===== config.mk =====
export PLATFORM = sky130hd
export DESIGN_NAME = nmi_apb_bridge
export DESIGN_NICKNAME = d
export VERILOG_FILES = /design/src/rtl/nmi_apb_bridge.sv
export SDC_FILE = /design/constraint.sdc
export NUM_CORES = 1
export LEC_CHECK = 0
export BUFFER_PORTS_ARGS = -buffer_cell sky130_fd_sc_hd__buf_2
export CAP_MARGIN = 20
export CORE_MARGIN = 2
export CORE_UTILIZATION = 35
export CTS_BUF_LIST = sky130_fd_sc_hd__clkbuf_4 sky130_fd_sc_hd__clkbuf_8
export CTS_CLUSTER_DIAMETER = 60
export DETAILED_ROUTE_END_ITERATION = 8
export PLACE_DENSITY = 0.73
export SETUP_SLACK_MARGIN = 0.4
export SYNTH_ARGS = -nofsm -noshare
export SYNTH_HDL_FRONTEND = slang
export SYNTH_SLANG_ARGS = --single-unit

===== constraint.sdc =====
create_clock -name clk_i -period 3.8 [get_ports clk_i]
set_input_delay 0.38 -clock clk_i [delete_from_list [all_inputs] [get_ports clk_i]]
set_output_delay 0.38 -clock clk_i [all_outputs]
set_load 0.02 [all_outputs]

===== src/rtl/nmi_apb_bridge.sv =====
// nmi_apb_bridge: NMI responder that turns each request into exactly one
// APB SETUP/ACCESS transfer. Slave stalls are bounded by a timeout. The
// latest error (pslverr or timeout) is held in a sticky status register.
`timescale 1ns/1ps
module nmi_apb_bridge #(
    parameter int unsigned ADDR_WIDTH  = 16,
    parameter int unsigned TIMEOUT_CYC = 256,
    parameter logic [31:0] ERR_RDATA   = 32'hDEAD_BEEF
) (
    input  logic                  clk_i,
    input  logic                  rst_i,
    input  logic                  nmi_valid_i,
    input  logic [31:0]           nmi_addr_i,
    input  logic [31:0]           nmi_wdata_i,
    input  logic [3:0]            nmi_wstrb_i,
    output logic [31:0]           nmi_rdata_o,
    output logic                  nmi_ready_o,
    output logic [ADDR_WIDTH-1:0] paddr_o,
    output logic                  psel_o,
    output logic                  penable_o,
    output logic                  pwrite_o,
    output logic [31:0]           pwdata_o,
    output logic [3:0]            pstrb_o,
    input  logic [31:0]           prdata_i,
    input  logic                  pready_i,
    input  logic                  pslverr_i,
    input  logic                  err_clr_i,
    output logic                  err_o,
    output logic [1:0]            err_code_o
);

    localparam logic [1:0] ST_IDLE   = 2'd0;
    localparam logic [1:0] ST_SETUP  = 2'd1;
    localparam logic [1:0] ST_ACCESS = 2'd2;
    localparam logic [1:0] ST_RESP   = 2'd3;

    localparam logic [1:0] CODE_SLVERR  = 2'b01;
    localparam logic [1:0] CODE_TIMEOUT = 2'b10;

    // The counter only has to reach TIMEOUT_CYC-1.
    localparam int unsigned      CNT_W    = (TIMEOUT_CYC > 1) ? $clog2(TIMEOUT_CYC) : 1;
    localparam bit               TO_EN    = (TIMEOUT_CYC != 0);
    localparam logic [CNT_W-1:0] CNT_LAST = TO_EN ? CNT_W'(TIMEOUT_CYC - 1) : '0;

    logic [1:0]            state_r;
    logic [1:0]            state_s;
    logic [CNT_W-1:0]      cnt_r;
    logic [ADDR_WIDTH-1:0] paddr_r;
    logic [31:0]           pwdata_r;
    logic [3:0]            pstrb_r;
    logic                  pwrite_r;
    logic                  psel_r;
    logic                  penable_r;
    logic                  ready_r;
    logic [31:0]           rdata_r;
    logic                  err_r;
    logic [1:0]            err_code_r;
    logic                  timeout_s;
    logic                  err_set_s;
    logic [1:0]            err_code_set_s;
    logic [31:0]           resp_data_s;

    // Address bits above the APB window are deliberately discarded.
    generate
        if (ADDR_WIDTH < 32) begin : g_addr_unused
            logic unused_addr_s;
            assign unused_addr_s = ^nmi_addr_i[31:ADDR_WIDTH];
        end
    endgenerate

    // Next-state decode; pready takes priority over a coincident timeout.
    always_comb begin
        state_s   = state_r;
        timeout_s = 1'b0;
        case (state_r)
            ST_IDLE: begin
                if (nmi_valid_i) begin
                    state_s = ST_SETUP;
                end else begin
                    state_s = ST_IDLE;
                end
            end
            ST_SETUP: begin
                state_s = ST_ACCESS;
            end
            ST_ACCESS: begin
                if (pready_i) begin
                    state_s = ST_RESP;
                end else if (TO_EN && (cnt_r == CNT_LAST)) begin
                    timeout_s = 1'b1;
                    state_s   = ST_RESP;
                end else begin
                    state_s = ST_ACCESS;
                end
            end
            ST_RESP: begin
                state_s = ST_IDLE;
            end
            default: begin
                state_s = ST_IDLE;
            end
        endcase
    end

    // Response data and error classification for the completing ACCESS cycle.
    always_comb begin
        err_set_s      = timeout_s || ((state_r == ST_ACCESS) && pready_i && pslverr_i);
        err_code_set_s = CODE_SLVERR;
        resp_data_s    = 32'h0000_0000;
        if (timeout_s) begin
            err_code_set_s = CODE_TIMEOUT;
            resp_data_s    = ERR_RDATA;
        end else if (pwrite_r) begin
            resp_data_s = 32'h0000_0000;
        end else if (pslverr_i) begin
            resp_data_s = ERR_RDATA;
        end else begin
            resp_data_s = prdata_i;
        end
    end

    // FSM, request latch, APB drive, stall counter and NMI response registers.
    always_ff @(posedge clk_i or posedge rst_i) begin
        if (rst_i) begin
            state_r   <= ST_IDLE;
            cnt_r     <= '0;
            paddr_r   <= '0;
            pwdata_r  <= 32'h0000_0000;
            pstrb_r   <= 4'b0000;
            pwrite_r  <= 1'b0;
            psel_r    <= 1'b0;
            penable_r <= 1'b0;
            ready_r   <= 1'b0;
            rdata_r   <= 32'h0000_0000;
        end else begin
            state_r <= state_s;
            case (state_r)
                ST_IDLE: begin
                    ready_r <= 1'b0;
                    rdata_r <= 32'h0000_0000;
                    cnt_r   <= '0;
                    if (nmi_valid_i) begin
                        paddr_r   <= nmi_addr_i[ADDR_WIDTH-1:0];
                        pwdata_r  <= nmi_wdata_i;
                        pstrb_r   <= nmi_wstrb_i;
                        pwrite_r  <= |nmi_wstrb_i;
                        psel_r    <= 1'b1;
                        penable_r <= 1'b0;
                    end else begin
                        psel_r    <= 1'b0;
                        penable_r <= 1'b0;
                    end
                end
                ST_SETUP: begin
                    penable_r <= 1'b1;
                end
                ST_ACCESS: begin
                    if (state_s == ST_RESP) begin
                        psel_r    <= 1'b0;
                        penable_r <= 1'b0;
                        ready_r   <= 1'b1;
                        rdata_r   <= resp_data_s;
                        cnt_r     <= '0;
                    end else begin
                        cnt_r <= cnt_r + CNT_W'(1);
                    end
                end
                ST_RESP: begin
                    ready_r <= 1'b0;
                    rdata_r <= 32'h0000_0000;
                end
                default: begin
                    psel_r    <= 1'b0;
                    penable_r <= 1'b0;
                    ready_r   <= 1'b0;
                    rdata_r   <= 32'h0000_0000;
                    cnt_r     <= '0;
                end
            endcase
        end
    end

    // Sticky error status; a new error wins over a coincident clear.
    always_ff @(posedge clk_i or posedge rst_i) begin
        if (rst_i) begin
            err_r      <= 1'b0;
            err_code_r <= 2'b00;
        end else if (err_set_s) begin
            err_r      <= 1'b1;
            err_code_r <= err_code_set_s;
        end else if (err_clr_i) begin
            err_r      <= 1'b0;
            err_code_r <= 2'b00;
        end else begin
            err_r      <= err_r;
            err_code_r <= err_code_r;
        end
    end

    assign nmi_rdata_o = rdata_r;
    assign nmi_ready_o = ready_r;
    assign paddr_o     = paddr_r;
    assign psel_o      = psel_r;
    assign penable_o   = penable_r;
    assign pwrite_o    = pwrite_r;
    assign pwdata_o    = pwdata_r;
    assign pstrb_o     = pstrb_r;
    assign err_o       = err_r;
    assign err_code_o  = err_code_r;

endmodule

==> flow_summary_export.csv <==
group,metric,value,unit
outcome,status,"completed",
drt,vias,3357,
logic_synthesis,ys_top_cells_by_area,"dfrtp_1 60%, mux2_2 14%, a22o_1 7.0%, o21ai_0 3.5%, nor2_1 2.8%",
setup_path,path_delay_family,"compound AO/OA/AOI/OAI gates",
pwr,power_density,836,nW/µm²
sta,slew_headroom,51.4,%
drt,wl,10.5,mm
setup_path,cpPeakStageDelay,460,ps
clock_network,cts_setup_buffers,0,
floorplanning,chipHeight,114,µm
final_layout,layout_commonest_cell,"buf_2",
place,dp_cells,647,
final_layout,area_growth,29.8,%
logic_synthesis,synthesis.nets,447,
global_route,grt_max_degree,55,
setup_path,crit_slowest_cell,"ha_1",
setup_path,cp.depth,7,
clock_network,htree_levels,3,
sta,post-route-min-period,2150,ps
sta,finalWorstSetupSlack,1650,ps
clock_network,clock-sinks,101,
setup_path,required,4090,ps
place,dp_hpwl,7.53,mm
setup_path,crit_fanout,32,
clock_network,numCtsBuffers,9,
drt,drc,0,
global_route,overflow,0,
flow_run,maxCapViolCount,0,
setup_path,crit_path_end_kind,"register",
global_route,grt_pass1_vias,3489,
setup_path,cp.buffers_inverters,2,
logic_synthesis,synth.top_cell.area_share,59.7,%
floorplanning,design.portCount,197,
worst_hold_path,min_path_type,"input pin to register",
final_layout,layout_common_cells,"180 x buf_2, 101 x dfrtp_1, 54 x mux2_2",
logic_synthesis,syn_area,4230,µm²
logic_synthesis,avgSynthCellArea,12.6,µm²
final_layout,drive_gt1_share,50.3,%
sta,setup_viol,0,
sta,slew_viol_final,0,
logic_synthesis,yosysUniqueCellTypes,32,
drt,dr.pass1.iters,4,
sta,fmax,0.465,GHz
drt,drt-wirelength-per-cell,15.8,µm
logic_synthesis,ys_warn_count,0,
clock_network,clock_tree.buffer_depth,2,
drt,first_iter_violations,289,
pwr,peakVddDrop,434,µV
clock_network,clkSlewWorstSetupHoldPaths,90,ps
logic_synthesis,synth_cells,336,
floorplanning,die_w,114,µm
setup_path,worst_ep_arrival_time,2450,ps
final_layout,final_cells,664,
place,place_ws,1670,ps
worst_hold_path,hold_depth,2,
clock_network,insertion_delay,360,ps
sta,fin_tns_setup,0,ps
final_layout,nNetsFinal,623,
sta,worst_pin_slew,729,ps
drt,viasPerCell,5.06,
final_layout,post-route-util,46.1,%
floorplanning,initial_core_util,35.5,%
setup_path,path_cells,"inv_1 -> ha_1 -> nand2b_1 -> a211o_1 -> o21ai_2 -> buf_4 -> a22o_1",
place,portBuffers,180,
setup_path,r2r_cells,7,
clock_network,cts_root_buffer,"clkbuf_8",
pwr,leakage,2.85,nW
sta,hold_viol_final,0,
drt,ant_nets,0,
global_route,grt_use_total,16.5,%
place,routabilityCongestion,0.838,
final_layout,nFillCells,1121,
setup_path,cp-start-kind,"register",
logic_synthesis,netlist.top_cell.by_area,"dfrtp_1",
logic_synthesis,ys_ff_latch,101,
floorplanning,core_area,11900,µm²
sta,clock_skew,9.05,ps
sta,rsz0062_at_grt,"no",
final_layout,n_antenna_cell,0,
floorplanning,placementRows,40,
setup_path,path_class,"register to register",
clock_network,cts_tree,"built",
floorplanning,dieArea,13000,µm²
global_route,grt_antenna_before_repair,1,
logic_synthesis,ys_seq_area_share,59.7,%
global_route,grt_pass1_wl,16.9,mm
sta,final.period_utilization,56.6,%
logic make-up after synthesis:
group | Yosys count | share of synthesized area (%)
AO/OA/AOI/OAI | 85 | 13.9
XOR/XNOR | 2 | 0.414
adder cells (fa/ha/maj) | 5 | 1.48
buffers and inverters | 25 | 3.05
flip-flops | 101 | 59.7
multiplexers | 54 | 14.4
AND/OR/NAND/NOR | 64 | 7.07
cells in the mapped netlist, drive strengths merged:
library cell / number
nor2b: 1
ha: 5
and3: 6
a211o: 1
a22o: 34
o21a: 2
nand4b: 1
nor2: 31
nand2: 9
inv: 3
a21bo: 1
a31oi: 1
nor4: 1
a21boi: 1
o22a: 1
buf: 13
a2bb2oi: 1
and4: 1
nor3: 2
clkbuf: 9
a21o: 2
a21oi: 9
dfrtp: 101
mux2: 54
nand2b: 5
a221oi: 1
nand3: 5
o21ai: 31
nand3b: 2
xor2: 2
per-layer routing:
metal / vias up / global-route usage, % / part of all wire [%]
li1: 1555 / - / -
met2: 145 / 27.4 / 50
met4: 2 / 7.15 / 1.3
met1: 1642 / 19.9 / 41
met5: - / 0 / 0.15
met3: 13 / 4.94 / 7.8
final timing paths:
path                             start              end  slack, ps
max                         state_r[0]  nmi_rdata_o[10]       1650
min                        prdata_i[8]   nmi_rdata_o[8]        230
max reg2reg                 state_r[0]  nmi_rdata_o[10]       1650
min reg2reg                   cnt_r[7]         cnt_r[7]        470
max in group asynchronous        rst_i     pwdata_o[22]       2380
min in group asynchronous        rst_i      pwdata_o[6]        540
per-stage QoR:
| stage | hold WS (ps) | total power, mW | instance area, µm² |
|---|---|---|---|
| after floorplan | 434 | 3.18 | 4230 |
| after global placement | 378 | 3.77 | 5250 |
| after detailed placement | 384 | 3.87 | 5250 |
| after CTS | 198 | 4.65 | 5490 |
| after global routing | 197 | 4.91 | 5490 |
| final | 233 | 4.59 | 5490 |
layout make-up:
type	instances	area (µm²)	share of cell area, %
inverters	3	13.8	0.251
multi-input cells	210	1580	28.8
clock buffers	10	138	2.51
flip-flops and latches	101	2530	46.0
well taps	147	184	3.35
repair buffers	187	956	17.4
clock inverters	6	92.6	1.69
state kept, by name, summed over array words and instances (netlist names):
signal       flops
nmi_rdata_o     32
err_code_o       2
penable_o        1
pstrb_o          4
err_o            1
pwrite_o         1
cnt_r            8
psel_o           1
paddr_o         16
state_r          2
nmi_ready_o      1
pwdata_o        32
what timing repair did:
action                                 CTS  global route
setup endpoints to repair                0             0
hold buffers                             1             0
resized for setup                        0             0
endpoints found under the hold margin   26             0
worst reg2reg max path, delay by kind of cell, from the launching register on:
kind / cells / cell delay [ps]
compound gates: 3 / 660
simple gates: 1 / 140
fa+ha+maj: 1 / 460
flops: 1 / 410
buf+inv: 2 / 420
where the power goes:
group	switching (mW)	internal (mW)
clock network	0.372	0.394
logic	1.24	0.849
registers	0.246	1.49
Note: power is estimated with default switching activity, not from simulation.
